File: config.mk
export PLATFORM = sky130hd
export DESIGN_NAME = pipe_credit_rx_fifo
export DESIGN_NICKNAME = d
export VERILOG_FILES = /design/src/rtl/pipe_credit_pkg.sv /design/src/rtl/pipe_credit_counter.sv /design/src/rtl/pipe_credit_rx_fifo.sv
export SDC_FILE = /design/constraint.sdc
export NUM_CORES = 1
export LEC_CHECK = 0
export ABC_AREA = 1
export BUFFER_PORTS_ARGS = -buffer_cell sky130_fd_sc_hd__buf_2
export CORE_MARGIN = 5
export CORE_UTILIZATION = 52
export CTS_CLUSTER_DIAMETER = 50
export DETAILED_ROUTE_END_ITERATION = 12
export PLACE_DENSITY = 0.75
export SETUP_SLACK_MARGIN = 0.1
export SLEW_MARGIN = 25
export SYNTH_ARGS = -nofsm -noshare
export SYNTH_HDL_FRONTEND = slang
export SYNTH_HIERARCHICAL = 1
export SYNTH_SLANG_ARGS = --single-unit
File: constraint.sdc
create_clock -name clk -period 2.8 [get_ports clk]
set_clock_uncertainty 0.15 [all_clocks]
set_input_delay 0.42 -clock clk [delete_from_list [all_inputs] [get_ports clk]]
set_output_delay 0.42 -clock clk [all_outputs]
set_load 0.02 [all_outputs]
File: src/rtl/pipe_credit_pkg.sv
// Shared types and helpers for the credit-managed pipeline receive FIFO.
package pipe_credit_pkg;

  localparam int unsigned DefaultDepth = 4;

  // Index field is wide enough for any supported depth (up to 256 entries).
  localparam int unsigned PtrIdxW = 8;

  typedef logic [PtrIdxW-1:0] ptr_idx_t;

  typedef struct packed {
    logic     wrap;
    ptr_idx_t idx;
  } ptr_t;

  function automatic int unsigned cnt_width(input int unsigned depth);
    return $clog2(depth + 1);
  endfunction

  // Advance a pointer, wrapping the index at depth-1 and flipping the wrap bit.
  function automatic ptr_t ptr_inc(input ptr_t p, input int unsigned depth);
    ptr_t n;
    if (int'(p.idx) == int'(depth) - 1) begin
      n.idx  = '0;
      n.wrap = ~p.wrap;
    end else begin
      n.idx  = p.idx + ptr_idx_t'(1);
      n.wrap = p.wrap;
    end
    return n;
  endfunction

endpackage

File: src/rtl/pipe_credit_counter.sv
// Saturating credit counter: resets to DEPTH, decrements on granted issue, increments on pop.
module pipe_credit_counter #(
  parameter int unsigned DEPTH = 4,
  parameter int unsigned CNT_W = 3
) (
  input  logic             clk,
  input  logic             rst_n,
  input  logic             dec,
  input  logic             inc,
  output logic             ok,
  output logic [CNT_W-1:0] value,
  output logic             err
);

  localparam logic [CNT_W-1:0] MaxVal = CNT_W'(DEPTH);
  localparam logic [CNT_W-1:0] One    = CNT_W'(1);

  logic [CNT_W-1:0] value_q, value_d;
  logic             dec_go, inc_sat;

  always_comb begin
    ok      = (value_q != '0);
    dec_go  = dec & ok;
    inc_sat = inc & ~dec_go & (value_q == MaxVal);
    value_d = value_q;
    if (dec_go && !inc) begin
      value_d = value_q - One;
    end else if (inc && !dec_go && !inc_sat) begin
      value_d = value_q + One;
    end
    // Issue without credit and a pop beyond DEPTH both indicate protocol misuse.
    err = (dec & ~ok) | inc_sat;
  end

  always_ff @(posedge clk or negedge rst_n) begin
    if (!rst_n) begin
      value_q <= MaxVal;
    end else begin
      value_q <= value_d;
    end
  end

  assign value = value_q;

endmodule

File: src/rtl/pipe_credit_rx_fifo.sv
// Receive FIFO for a valid-only pipeline, with credit-based issue control upstream.
module pipe_credit_rx_fifo
  import pipe_credit_pkg::*;
#(
  parameter int unsigned DATA_WIDTH = 32,
  parameter int unsigned DEPTH      = DefaultDepth,
  parameter int unsigned CNT_W      = cnt_width(DEPTH)
) (
  input  logic                  clk,
  input  logic                  rst_n,
  input  logic                  issue,
  output logic                  issue_ok,
  input  logic                  in_valid,
  input  logic [DATA_WIDTH-1:0] in_data,
  output logic                  out_valid,
  output logic [DATA_WIDTH-1:0] out_data,
  input  logic                  out_ready,
  output logic [CNT_W-1:0]      count,
  output logic [CNT_W-1:0]      credits,
  output logic                  overflow
);

  localparam int unsigned AW = $clog2(DEPTH);
  localparam logic [CNT_W-1:0] One = CNT_W'(1);

  logic [DATA_WIDTH-1:0] mem_q [DEPTH];
  ptr_t                  rd_q, rd_d, wr_q, wr_d;
  logic [CNT_W-1:0]      count_q, count_d;
  logic                  overflow_q, overflow_d;
  logic                  empty, full, push, pop, drop, cnt_err;

  always_comb begin
    empty = (rd_q == wr_q);
    full  = (rd_q.idx == wr_q.idx) && (rd_q.wrap != wr_q.wrap);
    pop   = ~empty & out_ready;
    // A pop frees the head slot this cycle, so a full FIFO can still accept.
    push  = in_valid & (~full | pop);
    drop  = in_valid & full & ~pop;

    rd_d    = pop  ? ptr_inc(rd_q, DEPTH) : rd_q;
    wr_d    = push ? ptr_inc(wr_q, DEPTH) : wr_q;
    count_d = count_q;
    if (push && !pop) begin
      count_d = count_q + One;
    end else if (pop && !push) begin
      count_d = count_q - One;
    end
    overflow_d = overflow_q | drop | cnt_err;
  end

  always_ff @(posedge clk or negedge rst_n) begin
    if (!rst_n) begin
      rd_q       <= '0;
      wr_q       <= '0;
      count_q    <= '0;
      overflow_q <= 1'b0;
    end else begin
      rd_q       <= rd_d;
      wr_q       <= wr_d;
      count_q    <= count_d;
      overflow_q <= overflow_d;
    end
  end

  always_ff @(posedge clk) begin
    if (push) begin
      mem_q[wr_q.idx[AW-1:0]] <= in_data;
    end
  end

  pipe_credit_counter #(
    .DEPTH (DEPTH),
    .CNT_W (CNT_W)
  ) u_credit (
    .clk   (clk),
    .rst_n (rst_n),
    .dec   (issue),
    .inc   (pop),
    .ok    (issue_ok),
    .value (credits),
    .err   (cnt_err)
  );

  assign out_valid = ~empty;
  assign out_data  = mem_q[rd_q.idx[AW-1:0]];
  assign count     = count_q;
  assign overflow  = overflow_q;

endmodule

Word level (Yosys, flattened, before mapping)

Memory sizes are Yosys's and may differ from the RTL's.
Cells that the tools add are included.

Flip-flop bits (word level): 25
RAM bits: 128
Input bits: 37
Output and inout port bits: 41
Logic and storage cells: 62
Memories kept: 1

Memories:

| memory | depth | bits a word | read ports | clocked after Yosys merged registers in | write ports | line                      | RTL |
|---|---|---|---|---|---|---|---|
| mem_q  | 4     | 32          | 1          | 0                                       | 1           | pipe_credit_rx_fifo.sv:26 | `logic [DATA_WIDTH-1:0] mem_q [DEPTH];` |

Add/subtract/negate cells: 6
Equal/unequal tests: 6
Muxes and demuxes: 8
Bitwise logic cells: 19
Reductions and logical operators: 15

Operators with widths:

| operator                                                            | count |
|---|---|
| 8-bit by 1-bit adder with 8-bit output (second input constant)      | 2 |
| 8-bit by 3-bit == test with 1-bit output (second input constant)    | 2 |
| 8-bit two-way mux                                                   | 2 |
| 3-bit two-way mux                                                   | 4 |
| 9-bit == test                                                       | 1 |
| 1-bit bitwise AND                                                   | 8 |
| 8-bit == test                                                       | 1 |
| 1-bit NOT                                                           | 7 |
| 3-bit by 1-bit adder with 3-bit output (second input constant)      | 2 |
| 1-bit logical AND                                                   | 6 |
| 3-bit by 1-bit subtractor with 3-bit output (second input constant) | 2 |
| 1-bit zero test                                                     | 4 |
| 1-bit OR                                                            | 4 |
| 2-bit AND reduction                                                 | 2 |
| 2-bit nonzero test                                                  | 2 |
| 3-bit == test (second input constant)                               | 1 |
| 3-bit nonzero test                                                  | 1 |
| 1-bit two-way mux                                                   | 2 |
| 1-bit inequality test                                               | 1 |

Logic depth before layout (Yosys ltp)

Word-level depth: 9
Gate-level depth with buffers: 21
Depth with buffers taken out: 20

Cells and area by module

Netlist, hierarchy kept.

Modules (own cells, without submodules):

| module              | instances | cells each | area an instance (um^2) | sequential area each (um^2) |
|---|---|---|---|---|
| pipe_credit_rx_fifo | 1         | 490        | 6207.2                  | 4394.2 |
| pipe_credit_counter | 1         | 34         | 251.5                   | 76.3 |

Worst setup path after synthesis

Ideal clock, no wire load.

Kind: register to register
Start: register wr_q[8] in the netlist's numbering
End: memory mem_q[0][0] (enable)
Setup time: 0.421 ns
Arrival: 2.426 ns
Data required time: 2.229 ns
Slack: -0.198 ns
Stages on the path, launching flop included: 7
Buffers on the path: 1
Clock period less this slack: 2.998 ns
Path through: dfrtp_1 > xnor2_1 > nor2_1 > nand3_2 > nand2_2 > buf_6 > nor2_1

Word-level cells in the longest chain between the ends: 7
Elaborated cells on any way between the ends: 10
Those cells by class: 2 x eq/ne; 2 x mux; 5 x bitwise; 1 x reduce/logical

Ends and longest elaborated chain:

| element                                                | line                                                 | RTL |
|---|---|---|
| start: declaration                                     | pipe_credit_rx_fifo.sv:27                            | `ptr_t rd_q, rd_d, wr_q, wr_d;` |
| start signal: assignment                               | pipe_credit_rx_fifo.sv:59                            | `wr_q <= wr_d;` |
| 9-bit == test or 1-bit inequality test (tied branches) | pipe_credit_rx_fifo.sv:33, pipe_credit_rx_fifo.sv:34 |  |
| 1-bit NOT or 1-bit logical AND (tied branches)         | pipe_credit_rx_fifo.sv:35, pipe_credit_rx_fifo.sv:34 |  |
| 1-bit bitwise AND or 1-bit NOT (tied branches)         | pipe_credit_rx_fifo.sv:35, pipe_credit_rx_fifo.sv:37 |  |
| 1-bit OR *                                             | pipe_credit_rx_fifo.sv:37                            | `push = in_valid & (~full \| pop);` |
| 1-bit bitwise AND *                                    | pipe_credit_rx_fifo.sv:37                            |  |
| 1-bit two-way mux *                                    | pipe_credit_rx_fifo.sv:66                            | `if (push) begin` |
| 1-bit two-way mux (not written as such) *              | pipe_credit_rx_fifo.sv:67                            | `mem_q[wr_q.idx[AW-1:0]] <= in_data;` |
| end: declaration                                       | pipe_credit_rx_fifo.sv:26                            |  |

Every way passes the cells marked *; elsewhere a longest branch is shown, timed or not.

Worst setup path in the final report

Start: register wr_q[1] in the netlist's numbering
End: register count_q[1] (netlist: count[1])

Elaborated cells on any way between the ends: 14
Those cells by class: 2 x eq/ne; 1 x mux; 5 x bitwise; 6 x reduce/logical

RTL lines:

| element                                        | line                                                 | RTL |
|---|---|---|
| 9-bit == test or 8-bit == test (tied branches) | pipe_credit_rx_fifo.sv:33, pipe_credit_rx_fifo.sv:34 |  |
| 1-bit NOT or 1-bit logical AND (tied branches) | pipe_credit_rx_fifo.sv:35, pipe_credit_rx_fifo.sv:34 |  |
| 1-bit bitwise AND or 1-bit NOT (tied branches) | pipe_credit_rx_fifo.sv:35, pipe_credit_rx_fifo.sv:37 |  |
| 1-bit OR                                       | pipe_credit_rx_fifo.sv:37                            |  |
| 1-bit bitwise AND                              | pipe_credit_rx_fifo.sv:37                            |  |
| 1-bit logical AND *                            | pipe_credit_rx_fifo.sv:43                            | `if (push && !pop) begin` |
| 3-bit two-way mux *                            | pipe_credit_rx_fifo.sv:43                            |  |
| net count_d[1]                                 | pipe_credit_rx_fifo.sv:28                            | `logic [CNT_W-1:0] count_q, count_d;` |
| end signal: assignment                         | pipe_credit_rx_fifo.sv:60                            | `count_q <= count_d;` |
| end: declaration                               | pipe_credit_rx_fifo.sv:28                            |  |

Mark *: on every way through the listed nets, which the timed path passes. The rest lies on a longest branch.
A chain may end at the register's enable or synchronous reset.

==> flow_metrics.env <==
export IMPL_ys_seq_elements=153
export IMPL_track_usage=0.182
export IMPL_power_mw=9.06
export IMPL_antenna_left=0
export IMPL_dieArea_mm2=0.0147
export IMPL_htree_levels=4
export IMPL_grt_pass1_vias=4173
export IMPL_arrival_ns=2.70
export IMPL_r2r_start="wr_q[1]$_DFFE_PN0N_"
export IMPL_r2r_end="count[1]$_DFFE_PN0P_"
export IMPL_wl_per_cell_um=16.3
export IMPL_syn_nets=569
export IMPL_worstHoldStart="in_data[17]"
export IMPL_outcome="complete, no violations"
export IMPL_rsz0062_at_grt="true"
export IMPL_root_buffer="clkbuf_16"
export IMPL_switching_share=0.367
export IMPL_synth_avg_cell_area_um2=12.3
export IMPL_synth_area_leaders="edfxtp_1 (60%), dfrtp_1 (9.3%), o21ai_0 (5.5%)"
export IMPL_io_buffers=77
export IMPL_fin_setup_tns_ns=0
export IMPL_hold_violations=0
export IMPL_clkPwrFrac=0.283
export IMPL_synth_top_cell_by_area="edfxtp_1"
export IMPL_synth_top_area_frac=0.595
export IMPL_met1_length_um=5380
export IMPL_syn_area_mm2=0.00646
export IMPL_intPower_mw=5.73
export IMPL_dieHeight_um=121
export IMPL_io_pins=78
export IMPL_path_clk_slew_ns=0.06
export IMPL_cts_setup_buffers=0
export IMPL_antenna_found_initial=2
export IMPL_drive_gt1_frac=0.258
export IMPL_clock_sinks=153
export IMPL_combPwrFrac=0.357
export IMPL_dr_total_vias=4207
export IMPL_r2r_worst_path_cells=12
export IMPL_fmax_ghz=0.392
export IMPL_peakVddDrop_mv=0.692
export IMPL_hold_path_class="in2reg"
export IMPL_cts_tree="built"
export IMPL_highest_layer="met5"
export IMPL_power_density_mw_per_mm2=1160
export IMPL_fin_nets=648
export IMPL_timing_reg2reg_setup_slack_ns=0.25
export IMPL_row_count=40
export IMPL_critPathRequiredTime_ns=2.95
export IMPL_dp_final_hpwl_um=7510
export IMPL_drt_pass1_iter_count=5
export IMPL_fin_crit_ns=2.55
export IMPL_switching_power_mw=3.32
export IMPL_finalCritPeriodShare=0.911
export IMPL_final_cells=784
export IMPL_core_area_mm2=0.0121
export IMPL_syn_instance_count=524
export IMPL_clk_path_buf_depth=2
export IMPL_wl_met3_um=846
export IMPL_drt_iter0_drc=276
export IMPL_ys_types=36
export IMPL_p_leak_nw=2.93
export IMPL_final_cell_mix="edfxtp_1 (128), buf_2 (77), nor2_1 (75)"
export IMPL_start_util=0.533
export IMPL_layout_commonest_cell="edfxtp_1"
export IMPL_insertion_delay_ns=0.41
export IMPL_ys_seq_area_frac=0.692
export IMPL_setup_viol_count_final=0
export IMPL_hold_depth=1
export IMPL_path_class="reg2reg"
export IMPL_seqPwrFrac=0.359
export IMPL_antennaDiodeCount=0
export IMPL_cap_violations=0
export IMPL_grt_remaining_overflow=0
export IMPL_cts_made_buffers=17
export IMPL_yosysWarnings=6
export IMPL_dpl_cell_count=748
export IMPL_routabilityCongestion=0.812
export IMPL_path_max_fanout=8
export IMPL_drc=0
export IMPL_whs_endpoint="mem_q[2][17]$_DFFE_PP_"
export IMPL_die_x_um=121
export IMPL_start_kind="flop"
export IMPL_syn_to_final_growth_pct=20.4
export IMPL_viasPerCell=5.37
export IMPL_grt_pass1_wl_um=20700
export IMPL_grt_max_degree=68
export IMPL_wl_met2_um=6330
export IMPL_placedInstanceArea_mm2=0.00699
export IMPL_endpoint_kind="flop"
export IMPL_final_cell_area_mm2=0.00778
export IMPL_slew_violations=0
export IMPL_wl_um=12800
export IMPL_relSlewSlack=0.608
export IMPL_worst_slew_pin_slew_ns=0.588
==> synthesized netlist by cell type, drive strengths merged <==
cell type and instances:
nor2 82, clkbuf 17, a21oi 1, ha 7
edfxtp 128, mux2 1, o21a 1, nor3 4
inv 27, nand2 63, buf 12, xor2 7
fa 1, nand3 16, o21ai 80, and3 2
dfrtp 24, nand4 4, o22ai 32, dfstp 1
or2 2, xnor2 12
==> per-stage QoR <==
step / utilization / hold WS (ns) / worst slack [ns]
floorplan: - / -0.0256 / -0.198
global placement: 0.575 / 0.293 / 0.250
CTS: 0.633 / 0.0480 / 0.124
detailed placement: 0.577 / 0.306 / 0.154
finish: 0.642 / 0.0620 / 0.248
global route: 0.642 / 0.0582 / 0.0892
==> worst max path at each step <==
stage                                   start                endpoint  slack, ns  cells after the start
final                     wr_q[1]$_DFFE_PN0N_    count[1]$_DFFE_PN0P_       0.25                     12
after global routing      wr_q[1]$_DFFE_PN0N_    count[1]$_DFFE_PN0P_       0.09                     12
after CTS                 rd_q[0]$_DFFE_PN0N_             out_data[0]       0.12                      5
after detailed placement  wr_q[0]$_DFFE_PN0N_    count[1]$_DFFE_PN0P_       0.15                     12
after global placement    wr_q[4]$_DFFE_PN0N_  mem_q[0][14]$_DFFE_PP_       0.25                      8
after floorplan           wr_q[8]$_DFFE_PN0P_   mem_q[0][0]$_DFFE_PP_      -0.20                      6
==> critical path: stages (launching register included) <==
cell and delay [ns]:
dfrtp_1 0.45, inv_1 0.15, nand2_2 0.08, nand2_2 0.06, nand2_2 0.07, nor2_4 0.14, nand3_2 0.14, nand2_4 0.21
inv_4 0.05, ha_1 0.17, inv_1 0.09, fa_1 0.41, mux2_2 0.26
==> power groups by stage <==
stage	clock network, mW	logic [mW]	registers [mW]
floorplan	0	2.24	3.27
detailed placement	0	3.17	3.30
global placement	0	3.07	3.28
finish	2.57	3.24	3.26
CTS	2.60	3.20	3.26
global route	2.70	3.60	3.31
==> layout make-up <==
class / count / area, um2
clock buffer: 17 / 425
clock inverter: 15 / 246
fill: 904 / 4340
inverter: 27 / 106
multi-input combinational: 315 / 1750
sequential: 153 / 4470
tap: 168 / 210
timing repair buffer: 89 / 566
==> kinds of logic (layout without fill, tap and decap cells) <==
kind of cell | after synthesis | count (layout) | share of synthesized area
AND/OR/NAND/NOR | 173 | 173 | 0.120
flip-flops | 153 | 153 | 0.692
AO/OA/AOI/OAI | 114 | 114 | 0.0990
buffers and inverters | 56 | 148 | 0.0436
XOR/XNOR | 19 | 19 | 0.0269
adder cells (fa/ha/maj) | 8 | 8 | 0.0167
multiplexers | 1 | 1 | 0.00174
==> routing by layer <==
| layer | track usage | up-vias |
|---|---|---|
| li1 | - | 2018 |
| met1 | 0.228 | 2034 |
| met2 | 0.295 | 131 |
| met3 | 0.0541 | 20 |
| met4 | 0.0756 | 4 |
| met5 | 0 | - |
==> flip-flops by register name (all words and copies together), names as in the netlist <==
name and flops:
overflow 1, u_credit/value 3, count 3, mem_q 128, rd_q 9, wr_q 9
==> timing repair <==
| action | 4_1_cts | 5_1_grt |
|---|---|---|
| hold endpoints to repair | 24 | 0 |
| gates resized for setup | 0 | 5 |
| setup endpoints to repair | 0 | 15 |
| hold buffers | 1 | 0 |
(Power assumes the default switching activity.)
